===== src/rtl/mem_test_monitor.sv =====
// Snoops CPU stores to MON_ADDR and checks them in order against exp_data_i; optional MON_CAPTURE_EN records the failing store.
// Verdict registered one cycle after the deciding store; no backpressure, the store bus is observed passively.
module mem_test_monitor #(
  parameter int                 DATA_W   = 32,
  parameter int                 ADDR_W   = 32,
  parameter int                 N_CHK    = 4,
  parameter logic [ADDR_W-1:0]  MON_ADDR = 'h40,
  parameter int                 TIMEOUT  = 100000,
  parameter int                 CNT_W    = 32,
  localparam int                IDX_W    = (N_CHK > 1) ? $clog2(N_CHK) : 1
) (
  input  logic                    clk_i,
  input  logic                    rst_ni,
  input  logic                    start_i,
  input  logic                    mem_we_i,
  input  logic [ADDR_W-1:0]       mem_addr_i,
  input  logic [DATA_W-1:0]       mem_data_i,
  input  logic [N_CHK*DATA_W-1:0] exp_data_i,
  output logic                    done_o,
  output logic                    pass_o,
  output logic                    fail_o,
  output logic                    timeout_o,
  output logic [IDX_W-1:0]        chk_idx_o,
  output logic [CNT_W-1:0]        cycles_o,
  output logic [DATA_W-1:0]       fail_data_o,
  output logic [IDX_W-1:0]        fail_idx_o
);

  typedef enum logic [2:0] {
    ST_IDLE = 3'd0,
    ST_RUN  = 3'd1,
    ST_PASS = 3'd2,
    ST_FAIL = 3'd3,
    ST_TMO  = 3'd4
  } state_t;

  localparam logic [IDX_W-1:0] LAST_IDX = IDX_W'(N_CHK - 1);
  localparam logic [CNT_W-1:0] TMO_LAST = CNT_W'(TIMEOUT - 1);
  localparam bit               TMO_EN   = (TIMEOUT != 0);

  state_t             r_state;
  state_t             w_state_nxt;
  logic [IDX_W-1:0]   r_idx;
  logic [CNT_W-1:0]   r_cycles;
  logic               r_done;
  logic               r_pass;
  logic               r_fail;
  logic               r_tmo;
  logic               w_hit;
  logic               w_match;
  logic [DATA_W-1:0]  w_exp;

  assign w_hit   = mem_we_i && (mem_addr_i == MON_ADDR);
  assign w_exp   = exp_data_i[r_idx*DATA_W +: DATA_W];
  assign w_match = (mem_data_i == w_exp);

  always_ff @(posedge clk_i or negedge rst_ni) begin
    if (!rst_ni) r_state <= ST_IDLE;
    else         r_state <= w_state_nxt;
  end

  // A hit in the same cycle as the watchdog limit takes priority.
  always_comb begin
    w_state_nxt = r_state;
    case (r_state)
      ST_RUN: begin
        if (w_hit) begin
          if (!w_match)               w_state_nxt = ST_FAIL;
          else if (r_idx == LAST_IDX) w_state_nxt = ST_PASS;
        end else if (TMO_EN && (r_cycles == TMO_LAST)) begin
          w_state_nxt = ST_TMO;
        end
      end
      default: ;
    endcase
    if (start_i) w_state_nxt = ST_RUN;
  end

  always_ff @(posedge clk_i or negedge rst_ni) begin
    if (!rst_ni) begin
      r_idx    <= '0;
      r_cycles <= '0;
      r_done   <= 1'b0;
      r_pass   <= 1'b0;
      r_fail   <= 1'b0;
      r_tmo    <= 1'b0;
    end else if (start_i) begin
      r_idx    <= '0;
      r_cycles <= '0;
      r_done   <= 1'b0;
      r_pass   <= 1'b0;
      r_fail   <= 1'b0;
      r_tmo    <= 1'b0;
    end else if (r_state == ST_RUN) begin
      if (r_cycles != '1)                          r_cycles <= r_cycles + 1'b1;
      if (w_hit && w_match && (r_idx != LAST_IDX)) r_idx    <= r_idx + 1'b1;
      r_done <= (w_state_nxt != ST_RUN);
      r_pass <= (w_state_nxt == ST_PASS);
      r_fail <= (w_state_nxt == ST_FAIL);
      r_tmo  <= (w_state_nxt == ST_TMO);
    end
  end

`ifdef MON_CAPTURE_EN
  logic [DATA_W-1:0] r_fail_data;
  logic [IDX_W-1:0]  r_fail_idx;

  always_ff @(posedge clk_i or negedge rst_ni) begin
    if (!rst_ni) begin
      r_fail_data <= '0;
      r_fail_idx  <= '0;
    end else if (start_i) begin
      r_fail_data <= '0;
      r_fail_idx  <= '0;
    end else if ((r_state == ST_RUN) && (w_state_nxt == ST_FAIL)) begin
      r_fail_data <= mem_data_i;
      r_fail_idx  <= r_idx;
    end
  end

  assign fail_data_o = r_fail_data;
  assign fail_idx_o  = r_fail_idx;
`else
  assign fail_data_o = '0;
  assign fail_idx_o  = '0;
`endif

  assign done_o    = r_done;
  assign pass_o    = r_pass;
  assign fail_o    = r_fail;
  assign timeout_o = r_tmo;
  assign chk_idx_o = r_idx;
  assign cycles_o  = r_cycles;

endmodule


===== config.mk =====
export PLATFORM = sky130hd
export DESIGN_NAME = mem_test_monitor
export DESIGN_NICKNAME = d
export VERILOG_FILES = /design/src/rtl/mem_test_monitor.sv
export SDC_FILE = /design/constraint.sdc
export NUM_CORES = 1
export LEC_CHECK = 0
export CAP_MARGIN = 40
export CORE_MARGIN = 2
export CORE_UTILIZATION = 35
export CTS_BUF_LIST = sky130_fd_sc_hd__clkbuf_4 sky130_fd_sc_hd__clkbuf_8
export CTS_CLUSTER_SIZE = 28
export DETAILED_ROUTE_END_ITERATION = 10
export DONT_BUFFER_PORTS = 1
export GPL_ROUTABILITY_DRIVEN = 0
export PLACE_DENSITY_LB_ADDON = 0.1
export SETUP_SLACK_MARGIN = 0.05
export SLEW_MARGIN = 20
export SYNTH_ARGS = -nofsm -noshare
export SYNTH_HDL_FRONTEND = slang
export SYNTH_SLANG_ARGS = --single-unit

===== constraint.sdc =====
create_clock -name clk_i -period 4.86 [get_ports clk_i]
set_input_delay 0.243 -clock clk_i [delete_from_list [all_inputs] [get_ports clk_i]]
set_output_delay 0.243 -clock clk_i [all_outputs]
set_load 0.01 [all_outputs]

==> impl_metrics.toml <==
[timing]
holdWs_ns = 0.00774
fmax_mhz = 327
min_period_ns = 3.06
fin_crit_sh_pct = 63.0
drv_slew = 0
rsz0062_at_grt = "false"
fin_tns_setup_ns = 0
fin_ws_ns = 1.80
hold_viol = 0
fin_skew_ns = 0.00723
setup_viol = 0
tightest_slew_ns = 0.708
slew_headroom_pct = 52.8

[min_path]
worstHoldStart = "start_i"
min_to = "cycles_o[22]$_DFFE_PN0P_"
hp-class = "in2reg"
worstHoldPathCells = 1

[layout]
nets = 560
regArea_um2 = 1030
final.fill_count = 1066
fin_area_um2 = 3810
area_growth_pct = 5.04
drive_gt1_share_pct = 15.4
multiInputGateArea_um2 = 2340

[logic_synthesis]
yosysTopAreaCellShare_pct = 28.3
synthFlopType = "dfrtp_1"
netlist-cell-type-count = 42
synth.avg_cell_area_um2 = 10.0
synth-warning-count = 0
yosys.area.top_type = "dfrtp_1"
synthArstFlopShare_pct = 100
synth_common_cells = "xnor2_1 (51), dfrtp_1 (41), buf_4 (35)"
synth.yosys.seq_area_share_pct = 28.3
syn_area_um2 = 3620
synth_area_leaders = "dfrtp_1 (28%), mux4_2 (20%), xnor2_1 (12%), buf_4 (7.3%), nor2_1 (3.3%)"
synth_edf_count = 0
synth_cells = 361
synthMostInstantiatedCell = "xnor2_1"
synth_seq_cells = 41

[worst_setup_path]
worstPathRequired_ns = 5.09
r2r_end = "cycles_o[25]$_DFFE_PN0P_"
critPathKind = "reg2reg"
reg2reg_depth = 9
reg2reg_from = "cycles_o[0]$_DFFE_PN0P_"
worstSetupEndpointType = "register"
cp.arrival_ns = 3.29
start_kind = "register"
cp_max_fo = 21
reg2reg_slack_ns = 1.80

[power]
p_comb_share_pct = 13.4
finalPower_w = 0.000699
seqPwrFrac_pct = 49.7
pwr-share-clk_pct = 37.0
power_switching_w = 0.000181
ir_drop_mv = 0.0945
p_leak_nw = 1.30
swShare_pct = 25.8
cellInternalPower_w = 0.000518
p_per_area_nw_per_um2 = 184

[global_routing]
antenna_found_initial = 0
track_usage_pct = 19.7
grt_overflow = 0
grt_max_degree = 42
grt_first_pass_wirelength_um = 16700
grt_pass1_vias = 2855

[floorplan]
num_io_pins = 268
die_area_um2 = 11200
dieHeight_um = 106
die_w_um = 106
start_util_pct = 35.6
rows = 37
core_region_area_um2 = 10200

[clocking]
path_clk_slew_ns = 0.08
insertion_delay_ns = 0.30
cts-root-buf = "clkbuf_8"
numCtsBuffers = 5
htreeDepth = 2
clock_path_buffers = 2
ctsResizeCount = 0
clock_sinks = 41
cts_tree = "yes"

[place]
postPlaceCellArea_um2 = 3600
portBuffers = 0
dp.final_hpwl_um = 9170
pre_cts_ws_ns = 1.84

[routing]
postRouteAntennaNets = 0
viasPerCell = 5.59
routed_wl_um = 11600
initialDrtViolationCount = 83
vias = 2794
remaining_drc_errors = 0
first_pass_iters = 4
wl_per_cell_um = 23.3

[flow_run]
cap_viol_max_count = 0

[run_status]
status = "completed"
[how the worst max path moves through the flow]
| stage | depth (start not counted) | endpoint | startpoint | slack, ns |
|---|---|---|---|---|
| after floorplan | 9 | chk_idx_o[1]$_DFFE_PN0P_ | chk_idx_o[1]$_DFFE_PN0P_ | 2.42 |
| after global placement | 7 | r_state[0]$_DFF_PN0_ | chk_idx_o[0]$_DFFE_PN0P_ | 1.80 |
| after detailed placement | 9 | cycles_o[25]$_DFFE_PN0P_ | cycles_o[0]$_DFFE_PN0P_ | 1.84 |
| after CTS | 9 | cycles_o[25]$_DFFE_PN0P_ | cycles_o[0]$_DFFE_PN0P_ | 1.80 |
| after global routing | 9 | cycles_o[25]$_DFFE_PN0P_ | cycles_o[0]$_DFFE_PN0P_ | 1.64 |
| final | 9 | cycles_o[25]$_DFFE_PN0P_ | cycles_o[0]$_DFFE_PN0P_ | 1.80 |
[per-stage QoR]
| stage | std cells | utilization [%] |
|---|---|---|
| after global placement | 480 | 35.1 |
| after CTS | 496 | 37.0 |
| after detailed placement | 482 | 35.4 |
| after global routing | 499 | 37.3 |
| after floorplan | 394 | - |
| final | 500 | 37.4 |
[routing by layer]
metal	vias up	track usage, %	share of wire (%)
li1	1270	-	-
met1	1346	25.8	43
met2	167	31.3	46
met3	11	7.85	10
met4	0	3.57	1.1
met5	-	0	0
[power by group through the flow]
stage / Sequential [W] / Combinational (W) / Clock [W]
after floorplan: 0.000353 / 0.0000909 / 0
after detailed placement: 0.000354 / 0.0000737 / 0
after CTS: 0.000347 / 0.0000911 / 0.000261
after global placement: 0.000354 / 0.0000733 / 0
final: 0.000347 / 0.0000934 / 0.000258
after global routing: 0.000348 / 0.000102 / 0.000275
[cell type report]
class / count / share of cell area [%]
Tap cell: 136 / 4.47
Timing Repair Buffer: 13 / 3.71
Multi-Input combinational cell: 294 / 61.4
Antenna cell: 1 / 0.0657
Clock buffer: 7 / 2.53
Clock inverter: 1 / 0.131
Inverter: 7 / 0.690
Sequential cell: 41 / 27.0
[registers in the layout, indices dropped and copies added, names as in the netlist]
signal / flops
chk_idx_o: 2
cycles_o: 32
done_o: 1
fail_o: 1
pass_o: 1
r_state: 3
timeout_o: 1
[critical path: stages, from the launching register on]
cell	delay [ns]
dfrtp_1	0.47
ha_1	0.26
nand3_1	0.21
nor3_1	0.13
nand4_2	0.13
a21oi_2	0.06
buf_4	0.21
or4_1	0.80
or4_1	0.56
a21oi_1	0.15
[kinds of logic after synthesis]
family	synth area share, %
DFF	28.3
buffers and inverters	10.6
xor gates and xnor gates	13.3
adders and majority gates	0.690
muxes	20.4
AOI/OAI and AO/OA	4.25
other	0.103
and+or+nand+nor	22.3
[placed cells by master, fill, tap and decap left out, types with 5 or more instances in the layout]
cell type / netlist / final
mux4_2: 32 / 32
nor4_1: 15 / 15
nor3_1: 12 / 12
dfrtp_1: 41 / 40
or3_1: 6 / 6
or4_1: 5 / 5
nor2_1: 32 / 32
conb_1: 1 / 34
nor4b_1: 5 / 5
nand2_1: 24 / 24
xnor2_1: 51 / 51
a21oi_1: 9 / 9
nand3_1: 12 / 12
dlygate4sd3_1: 0 / 7
inv_1: 7 / 7
clkbuf_8: 0 / 7
nand4_1: 15 / 15
[repair_timing]
action	CTS	global route
endpoints found under the hold margin	61	4
hold buffers	6	2
setup buffers	0	0
Power figures use the tool's default switching activity.
